--- config.mk ---
export PLATFORM = sky130hd
export DESIGN_NAME = alu_pipe
export DESIGN_NICKNAME = d
export VERILOG_FILES = /design/src/rtl/alu_pipe.sv
export SDC_FILE = /design/constraint.sdc
export NUM_CORES = 1
export LEC_CHECK = 0
export CORE_MARGIN = 2
export CORE_UTILIZATION = 43
export CTS_CLUSTER_DIAMETER = 50
export CTS_CLUSTER_SIZE = 10
export DETAILED_ROUTE_END_ITERATION = 10
export GPL_TIMING_DRIVEN = 0
export PLACE_DENSITY = 0.69
export REMOVE_ABC_BUFFERS = 1
export SYNTH_ARGS = -nofsm -noshare
export SYNTH_HDL_FRONTEND = slang
export SYNTH_SLANG_ARGS = --single-unit
export TNS_END_PERCENT = 10
--- constraint.sdc ---
create_clock -name clk -period 4.2 [get_ports clk]
set_input_delay 1.26 -clock clk [delete_from_list [all_inputs] [get_ports clk]]
set_output_delay 1.26 -clock clk [all_outputs]
set_load 0.1 [all_outputs]
--- src/rtl/alu_pipe.sv ---
// alu_pipe: pipelined execute-stage ALU with valid/ready slots, tag pass-through and flush.
// Defining ALU_PIPE_OVF_EN compiles in the pipelined signed-overflow flag for ADD/SUB.

`ifndef WORD_WIDTH
`define WORD_WIDTH 32
`endif
`ifndef ALUOP_WIDTH
`define ALUOP_WIDTH 5
`endif
`ifndef ALU_SRC_WIDTH
`define ALU_SRC_WIDTH 3
`endif

`ifndef ALU_ADD
`define ALU_ADD      5'd0
`define ALU_SUB      5'd1
`define ALU_LOGIC_SL 5'd2
`define ALU_LOGIC_SR 5'd3
`define ALU_ARITH_SR 5'd4
`define ALU_AND      5'd5
`define ALU_OR       5'd6
`define ALU_XOR      5'd7
`define ALU_NOR      5'd8
`define ALU_EQ       5'd9
`define ALU_NEQ      5'd10
`define ALU_G        5'd11
`define ALU_L        5'd12
`define ALU_GE       5'd13
`define ALU_LE       5'd14
`define ALU_G_U      5'd15
`define ALU_L_U      5'd16
`define ALU_GE_U     5'd17
`define ALU_LE_U     5'd18
`endif

`ifndef ALU_OP_SRC_ZERO
`define ALU_OP_SRC_ZERO 3'd0
`define ALU_OP_SRC_IMM  3'd1
`define ALU_OP_SRC_RS   3'd2
`define ALU_OP_SRC_RT   3'd3
`define ALU_OP_SRC_PC   3'd4
`endif

module alu_pipe #(
  parameter int unsigned W      = `WORD_WIDTH,
  parameter int unsigned STAGES = 2,
  parameter int unsigned TAG_W  = 5
) (
  input  logic                      clk,
  input  logic                      rst_n,
  input  logic                      flush,
  input  logic                      in_valid,
  output logic                      in_ready,
  input  logic [`ALUOP_WIDTH-1:0]   alu_op,
  input  logic [`ALU_SRC_WIDTH-1:0] alu_op1_src,
  input  logic [`ALU_SRC_WIDTH-1:0] alu_op2_src,
  input  logic [W-1:0]              rs_val,
  input  logic [W-1:0]              rt_val,
  input  logic [W-1:0]              imm,
  input  logic [W-1:0]              pc,
  input  logic [TAG_W-1:0]          in_tag,
  output logic                      out_valid,
  input  logic                      out_ready,
  output logic [W-1:0]              result,
  output logic [TAG_W-1:0]          out_tag,
  output logic                      ovf
);

  localparam int unsigned SH_W = $clog2(W);

  logic [W-1:0]    op1, op2;
  logic [SH_W-1:0] sh;
  logic [W-1:0]    res_c;

  // Operand muxes; unknown source codes read as zero.
  function automatic logic [W-1:0] pick(input logic [`ALU_SRC_WIDTH-1:0] src,
                                        input logic [W-1:0] rs, input logic [W-1:0] rt,
                                        input logic [W-1:0] im, input logic [W-1:0] p);
    logic [W-1:0] v;
    v = '0;
    case (src)
      `ALU_OP_SRC_IMM: v = im;
      `ALU_OP_SRC_RS:  v = rs;
      `ALU_OP_SRC_RT:  v = rt;
      `ALU_OP_SRC_PC:  v = p;
      default:         v = '0;
    endcase
    return v;
  endfunction

  assign op1 = pick(alu_op1_src, rs_val, rt_val, imm, pc);
  assign op2 = pick(alu_op2_src, rs_val, rt_val, imm, pc);
  assign sh  = op2[SH_W-1:0];

`ifdef ALU_PIPE_OVF_EN
  logic [W:0] add_x, sub_x;
  logic       ovf_c;
  assign add_x = {op1[W-1], op1} + {op2[W-1], op2};
  assign sub_x = {op1[W-1], op1} - {op2[W-1], op2};
`endif

  always_comb begin
    res_c = '0;
`ifdef ALU_PIPE_OVF_EN
    ovf_c = 1'b0;
`endif
    case (alu_op)
`ifdef ALU_PIPE_OVF_EN
      `ALU_ADD:      begin res_c = add_x[W-1:0]; ovf_c = add_x[W] ^ add_x[W-1]; end
      `ALU_SUB:      begin res_c = sub_x[W-1:0]; ovf_c = sub_x[W] ^ sub_x[W-1]; end
`else
      `ALU_ADD:      res_c = op1 + op2;
      `ALU_SUB:      res_c = op1 - op2;
`endif
      `ALU_LOGIC_SL: res_c = op1 << sh;
      `ALU_LOGIC_SR: res_c = op1 >> sh;
      `ALU_ARITH_SR: res_c = W'($signed(op1) >>> sh);
      `ALU_AND:      res_c = op1 & op2;
      `ALU_OR:       res_c = op1 | op2;
      `ALU_XOR:      res_c = op1 ^ op2;
      `ALU_NOR:      res_c = ~(op1 | op2);
      `ALU_EQ:       res_c = W'(op1 == op2);
      `ALU_NEQ:      res_c = W'(op1 != op2);
      `ALU_G:        res_c = W'($signed(op1) >  $signed(op2));
      `ALU_L:        res_c = W'($signed(op1) <  $signed(op2));
      `ALU_GE:       res_c = W'($signed(op1) >= $signed(op2));
      `ALU_LE:       res_c = W'($signed(op1) <= $signed(op2));
      `ALU_G_U:      res_c = W'(op1 >  op2);
      `ALU_L_U:      res_c = W'(op1 <  op2);
      `ALU_GE_U:     res_c = W'(op1 >= op2);
      `ALU_LE_U:     res_c = W'(op1 <= op2);
      default:       res_c = '0;
    endcase
  end

  logic [STAGES-1:0] v, en, up_v;
  logic [W-1:0]      res_q  [STAGES];
  logic [W-1:0]      up_res [STAGES];
  logic [TAG_W-1:0]  tag_q  [STAGES];
  logic [TAG_W-1:0]  up_tag [STAGES];

  // A slot may load if it or any slot downstream of it has room, or the consumer drains.
  for (genvar g = 0; g < STAGES; g++) begin : g_en
    assign en[g] = out_ready | ~(&v[STAGES-1:g]);
  end

  assign up_v[0]   = in_valid;
  assign up_res[0] = res_c;
  assign up_tag[0] = in_tag;
  for (genvar g = 1; g < STAGES; g++) begin : g_link
    assign up_v[g]   = v[g-1];
    assign up_res[g] = res_q[g-1];
    assign up_tag[g] = tag_q[g-1];
  end

  // Slot registers; flush clears only the valid bits.
  always_ff @(posedge clk or negedge rst_n) begin
    if (!rst_n) begin
      v <= '0;
      for (int i = 0; i < STAGES; i++) begin
        res_q[i] <= '0;
        tag_q[i] <= '0;
      end
    end else begin
      for (int i = 0; i < STAGES; i++) begin
        if (flush)      v[i] <= 1'b0;
        else if (en[i]) v[i] <= up_v[i];
        if (en[i]) begin
          res_q[i] <= up_res[i];
          tag_q[i] <= up_tag[i];
        end
      end
    end
  end

`ifdef ALU_PIPE_OVF_EN
  logic [STAGES-1:0] ovf_q, up_ovf;
  assign up_ovf[0] = ovf_c;
  for (genvar g = 1; g < STAGES; g++) begin : g_ovf_link
    assign up_ovf[g] = ovf_q[g-1];
  end

  always_ff @(posedge clk or negedge rst_n) begin
    if (!rst_n) begin
      ovf_q <= '0;
    end else begin
      for (int i = 0; i < STAGES; i++) begin
        if (en[i]) ovf_q[i] <= up_ovf[i];
      end
    end
  end

  assign ovf = ovf_q[STAGES-1];
`else
  assign ovf = 1'b0;
`endif

  assign in_ready  = en[0];
  assign out_valid = v[STAGES-1];
  assign result    = res_q[STAGES-1];
  assign out_tag   = tag_q[STAGES-1];

endmodule

==> qor.txt, run 1 <==
Worst-margin pin slew -> 1.07 ns
Post-Synthesis Cell Area -> 14,300 um^2
Pre-Repair DR Iteration Count -> 8
# DRC -> 0
Final worst-path setup slack -> -0.769 ns
Hold slack -> 0.476 ns
CP Class -> in2reg
WL final -> 74.2 mm
Startpoint Class -> input port
Crit-path cells -> buf_12 > nor3b_4 > buf_6 > buf_12 > a22o_1 > a221oi_4 > ha_4 > or4_4 > nor4b_4 > nand4b_1 > buf_4 > a31oi_4 > a21oi_4 > o21ai_4 > nor2_1 > o41ai_4 > a31oi_1
Num ports -> 189
Worst path most repeated cell -> buf_12
Cell Area, Placed -> 16,200 um^2
Die Area -> 34,700 um^2
First-pass GRT wire length -> 107 mm
# setup viols final -> 29
Vias in the first global route -> 16,200
CTS buffer count -> 9
Design area -> 18,700 um^2
Leak pwr -> 7.54 nW
Slew HR -> 28.9%
Clock Tree Buf Depth -> 2
H-Tree Level Count -> 3
Synth Flop Type -> dfrtp_1
Drt wl/cell -> 29.8 um
Worst Path Arrival -> 5.16 ns
# Max-Cap Violations -> 0
Antenna violations before repair -> 2
Syn Inst Count -> 1,918
Synth cell types -> 112
Antenna Cells -> 0
Max Clock Skew -> 0.0123 ns
PD cells -> 265 nW/um^2
Fin crit period -> 4.97 ns
Number of synthesized flops with an enable pin -> 0
Synth Register Bits -> 76
Number of vias per cell -> 6.99
Overall power -> 4.96 mW
RSZ-0062 raised after global routing -> yes
Clock Sink Count -> 76
Register area share after synthesis -> 13.3%
Worst Path Required -> 4.39 ns
CTS tree -> built
Fmax -> 0.201 GHz
Placement Setup Slack -> -4.15 ns
Maximum VDD drop -> 252 uV
Starting density of the core -> 43.8%
# hold bufs at CTS -> 0
Met2 capacity usage during global routing -> 64.5%
Final Hold Vio Count -> 0
GRT overflow -> 0
Largest stage delay, worst path -> 0.53 ns
Slew Viols, Final -> 0
FP Rows -> 66
DRT iter0 DRCs -> 2,378
Area delta synth->final -> 31.1%
Buf/Inv on CP -> 4
Core area -> 32,600 um^2
CTS Root Cell -> clkbuf_16
Hold Crit Class -> reg2reg
Met3 Usage GRT -> 9.37%
CP Capture Type -> flip-flop
DPL Wire Length -> 54.5 mm
Worst-Skew Late Latency -> 0.35 ns
Failing checks -> setup timing
Final ANT Viol Nets -> 0
Vias -> 17,400
Worst-path clk slew -> 0.06 ns
Slowest cell on crit path -> or4_4
Post-layout nets -> 2,292
Final period util -> 118%
Ys Warns -> 0
Routing usage on met1 -> 55.0%
Most Used Layer, Global Route -> met2
Die Y -> 186 um
Share of cells above drive strength 1 -> 22.0%
Largest net degree at the start of global routing -> 69
Port bufs -> 187
Top Family by Delay on Critical Path -> compound AO/OA/AOI/OAI gates
Status -> finished, violations left
RD Place Congestion -> 1.04
Async set-or-reset flop fraction in the synthesized netlist -> 100%
Die Span X -> 186 um
Syn Area/Cell -> 7.44 um^2
Total global-route track usage -> 41.6%
Worst-path maximum fanout -> 22
through the flow:
stage | TNS [ns] | std cells | utilization [%]
6_report | -12.06 | 2490 | 57.4
5_1_grt | -14.78 | 2490 | 57.4
4_1_cts | -9.27 | 2486 | 56.5
3_5_place_dp | -102.33 | 2388 | 49.5
3_3_place_gp | -268.54 | 2359 | 48.1
2_1_floorplan | -69.65 | 1730 | -
cell type report:
cell class              count  area [um^2]
clock buffers              10          229
clock inverters             6         65.1
fillers                  2954        13900
inverters                 103          448
multi-input cells        1555        12400
flip-flops and latches     76         1900
well taps                 442          553
repair buffers            298         3080
cells by family after synthesis:
family | synth area share, %
AOI/OAI and AO/OA | 35.5
adders and majority gates | 8.87
xor gates and xnor gates | 1.35
DFF | 13.3
muxes | 11.5
other | 0.0263
buffers and inverters | 9.84
and+or+nand+nor | 19.7
tightest hold or removal path: stages (launching register included):
cell	delay, ns
dfrtp_1	0.34
nand2_1	0.05
nand2_1	0.05
layout by cell type, fill, tap and decap left out, drive strengths merged, types with 10 or more instances in the layout:
cell type,instances
o22ai,19
and3,11
o21ai,155
o21bai,12
a31oi,23
o221ai,14
buf,117
o2111ai,11
dfrtp,76
xnor2,18
nand3b,14
a221oi,47
nand3,34
nor2,135
o31ai,11
nor3,60
mux2,65
inv,103
a211oi,40
nand2b,15
a21o,22
a221o,17
nand2,194
clkbuf,11
a22o,32
nand4,12
o211ai,51
nand4bb,14
clkdlybuf4s50,167
a21oi,174
or4bb,10
ha,98
mux2i,81
a22oi,17
synthesized netlist by cell type, drive strengths merged, types with 6 or more instances:
cell     count  area (um^2)
nor4bb       6         60.1
a221o       17          171
ha          98         1230
o31ai       11         87.6
mux2        65          732
inv        103          389
and3        11         68.8
nand3b      14          130
buf        116          746
or4bb       10          113
o21a         9         67.6
o32ai        6         52.6
a221oi      47          442
a31oi       23          150
or3          6         37.5
o22ai       19          119
dfrtp       76         1900
xnor2       18          158
nor3        60          327
o21bai      12         90.1
a21o        22          173
a211oi      40          310
nand3       34          170
a22oi       17          146
o2111ai     11         96.3
nand2      192          728
o211ai      51          423
a22o        32          282
o221ai      14          165
a211o        9         78.8
nor2b        9         58.8
nor2       134          513
o21ai      155          783
nand4bb     14          158
clkbuf      72          270
nand2b      15         93.8
nor4         8         50.1
a21oi      174          890
nand4       12         75.1
mux2i       81          818
and2         6         37.5
registers in the layout (all words and copies together), names as in the netlist:
name / flops
out_tag: 5
res_q: 32
result: 32
tag_q: 5
v: 2
repair_timing:
item | in CTS | in global routing
gates cloned | 7 | 0
gates resized for setup | 289 | 48
setup endpoints to repair | 33 | 32
buffers inserted | 75 | 4
pin swaps | 63 | 12
worst paths after layout:
kind	endpoint	slack [ns]	depth (start not counted)	start
max	res_q[58]	-0.77	17	alu_op2_src[2]
min	res_q[56]	0.48	2	res_q[56]
max reg2reg	res_q[32]	1.34	9	v[1]
min reg2reg	res_q[56]	0.48	2	res_q[56]
max in group asynchronous	out_tag[3]	2.87	2	rst_n
min in group asynchronous	result[27]	0.74	1	rst_n
where the power goes:
| part | internal, mW | switching (mW) | leakage, nW | total (mW) |
|---|---|---|---|---|
| logic | 1.18 | 2.13 | 6.40 | 3.31 |
| clock network | 0.460 | 0.325 | 0.142 | 0.785 |
| registers | 0.814 | 0.0552 | 0.999 | 0.869 |
layer usage:
layer / vias up / part of all wire (%) / routed length [um]
li1: 7466 / - / -
met1: 8494 / 40 / 30000
met2: 1181 / 42 / 31500
met3: 251 / 12 / 8550
met4: 4 / 5.5 / 4090
met5: - / 0.078 / 58
(Power assumes the default switching activity.)
==> inputs of run 2 (changes only) <==
--- a/config.mk
+++ b/config.mk
@@ -12,6 +12,7 @@
 export DETAILED_ROUTE_END_ITERATION = 10
 export GPL_TIMING_DRIVEN = 0
 export PLACE_DENSITY = 0.69
+export RECOVER_POWER = 50
 export REMOVE_ABC_BUFFERS = 1
 export SYNTH_ARGS = -nofsm -noshare
 export SYNTH_HDL_FRONTEND = slang
==> run 2 against run 1 <==
The flow finishes with violations (capacitance limit, slew limit, setup timing). First-iteration DRC count unchanged. Via count shrank 0.20%. Sequential power is essentially flat. Critical endpoint unchanged. Highest routed layer unchanged.
==> qor.txt, run 2 (synthesized netlist as in run 1, its figures left out) <==
Status -> finished, violations left
Failing checks -> capacitance limit, slew limit, setup timing
CTS Root Cell -> clkbuf_16
Final ANT Viol Nets -> 0 (unchanged)
Fmax -> 0.202 GHz (+0.19%)
Area of the multi-input gates -> 12,400 um^2 (about the same)
Clock Sink Count -> 76 (unchanged)
Reg area -> 1900 um^2 (unchanged)
Final period util -> 118% (-0.23 points)
Largest net degree at the start of global routing -> 69 (unchanged)
Die Area -> 34,700 um^2 (unchanged)
Fin crit period -> 4.96 ns (-0.00951 ns)
H-Tree Level Count -> 3 (unchanged)
Pre-Repair DR Iteration Count -> 6 (-2)
Slew HR -> -13.7% (-43 points)
# Max-Cap Violations -> 1 (+1)
Max Clock Skew -> 0.0110 ns (-0.00131 ns)
# fillers -> 2,960 (+0.20%)
Num ports -> 189 (unchanged)
Maximum VDD drop -> 252 uV (about the same)
Total global-route track usage -> 41.6% (unchanged)
DPL Wire Length -> 54.5 mm (unchanged)
Net Switching -> 2.50 mW (-0.20%)
FP Rows -> 66 (unchanged)
Clock Tree Buf Depth -> 2 (unchanged)
Area delta synth->final -> 30.9%
Startpoint Class -> input port
Final Util -> 57.3% (-0.088 points)
Leak pwr -> 7.53 nW (-0.17%)
Hold Crit Class -> reg2reg
Gate power share -> 66.6% (about the same)
Sw frac -> 50.5% (about the same)
Die Span X -> 186 um (unchanged)
PD cells -> 265 nW/um^2 (about the same)
Worst-path maximum fanout -> 22 (unchanged)
Die Y -> 186 um (unchanged)
Worst-path clk slew -> 0.06 ns (about the same)
Starting density of the core -> 43.8% (unchanged)
Final worst-path setup slack -> -0.760 ns (+0.00951 ns)
CP Class -> in2reg
Antenna Cells -> 0 (unchanged)
# setup viols final -> 29 (unchanged)
Reg power frac -> 17.6% (about the same)
R2R setup slack -> 1.08 ns (-0.26 ns)
Worst-margin pin slew -> 1.71 ns (+0.639 ns)
CTS buffer count -> 9 (unchanged)
Clock network fraction of design power -> 15.8% (about the same)
P_int -> 2.45 mW (-0.12%)
# DRC -> 0 (unchanged)
RSZ-0062 raised after global routing -> yes
CP Capture Type -> flip-flop
Vias in the first global route -> 16,200 (unchanged)
Worst-Skew Late Latency -> 0.35 ns (about the same)
Antenna violations before repair -> 2 (unchanged)
DRT iter0 DRCs -> 2,378 (unchanged)
Number of vias per cell -> 6.97 (-0.20%)
Core area -> 32,600 um^2 (unchanged)
Worst Path Required -> 4.39 ns (about the same)
Drt wl/cell -> 29.8 um (about the same)
Share of cells above drive strength 1 -> 21.9% (-0.098 points)
WL final -> 74.1 mm (about the same)
Slew Viols, Final -> 69 (+69)
Final Hold Vio Count -> 0 (unchanged)
Overall power -> 4.95 mW (-0.16%)
CTS tree -> built
Vias -> 17,400 (-0.20%)
Most common cell after layout, fill and taps aside -> nand2_1
Commonest non-fill, non-tap cells in the layout -> nand2_1 (188), clkdlybuf4s50_1 (167), a21oi_1 (153)
First-pass GRT wire length -> 107 mm (unchanged)
Port bufs -> 187 (unchanged)
Worst Path Arrival -> 5.15 ns (about the same)
RD Place Congestion -> 1.04 (unchanged)
GRT overflow -> 0 (unchanged)
Post-layout nets -> 2,292 (unchanged)
[run 2: power by group through the flow]
stage          Clock, mW  Sequential (mW)  Combinational, mW
2_1_floorplan          0             1.18               1.43
3_3_place_gp           0            0.875               2.72
3_5_place_dp           0            0.881               2.75
4_1_cts            0.792            0.868               3.11
5_1_grt            0.819            0.878               3.44
6_report           0.783            0.869               3.30
[run 2: worst paths after layout]
check,start,cells after the start,endpoint
setup reg to reg,v[1],9,res_q[32]
max in group asynchronous,rst_n,2,out_tag[3]
min in group asynchronous,rst_n,1,result[27]
setup / recovery,alu_op2_src[2],17,res_q[58]
hold reg to reg,res_q[56],2,res_q[56]
hold / removal,res_q[56],2,res_q[56]
[run 2: area by class of cell]
cell class                 count  area share, %
clock buffer                  10           1.23
clock inverter                 6          0.348
tap                          442           2.96
sequential                    76           10.2
timing repair buffer         298           16.3
inverter                     103           2.40
multi-input combinational   1555           66.6
[run 2: worst max-delay path: stages]
cell and delay, ns:
buf_12 0.12, nor3b_4 0.15, buf_6 0.13, buf_12 0.17
a22o_1 0.25, a221oi_4 0.29, ha_4 0.27, or4_4 0.53
nor4b_4 0.24, nand4b_1 0.14, buf_4 0.18, a31oi_4 0.29
a21oi_4 0.13, o21ai_4 0.22, nor2_1 0.11, o41ai_4 0.48
a31oi_1 0.18
[run 2: metrics by stage]
step | hold slack [ns] | setup TNS, ns | setup slack, ns | instance area (um^2) | instances
2_1_floorplan | 0.440 | -69.65 | -2.54 | 13300 | 1730
3_3_place_gp | 0.457 | -268.54 | -6.77 | 15700 | 2359
3_5_place_dp | 0.465 | -102.33 | -4.15 | 16200 | 2388
4_1_cts | 0.479 | -9.27 | -0.590 | 18400 | 2486
5_1_grt | 0.510 | -15.09 | -0.809 | 18700 | 2490
6_report | 0.477 | -12.39 | -0.760 | 18700 | 2490
[run 2: timing repair]
action                                  in CTS  in global routing
pin swaps                                   63                 12
buffers inserted                            75                  4
hold endpoints to repair                     0                  0
gates cloned                                 7                  0
gates resized for setup                    289                 48
hold buffers                                 0                  0
endpoints found under the setup margin      33                 32
[run 2: routing by layer]
metal  GRT usage [%]  routed length [um]  up-vias
li1                -                   -     7466
met1            55.0               30000     8473
met2            64.5               31600     1181
met3            9.37                8510      238
met4            18.6                4020        4
met5            1.43                  58        -
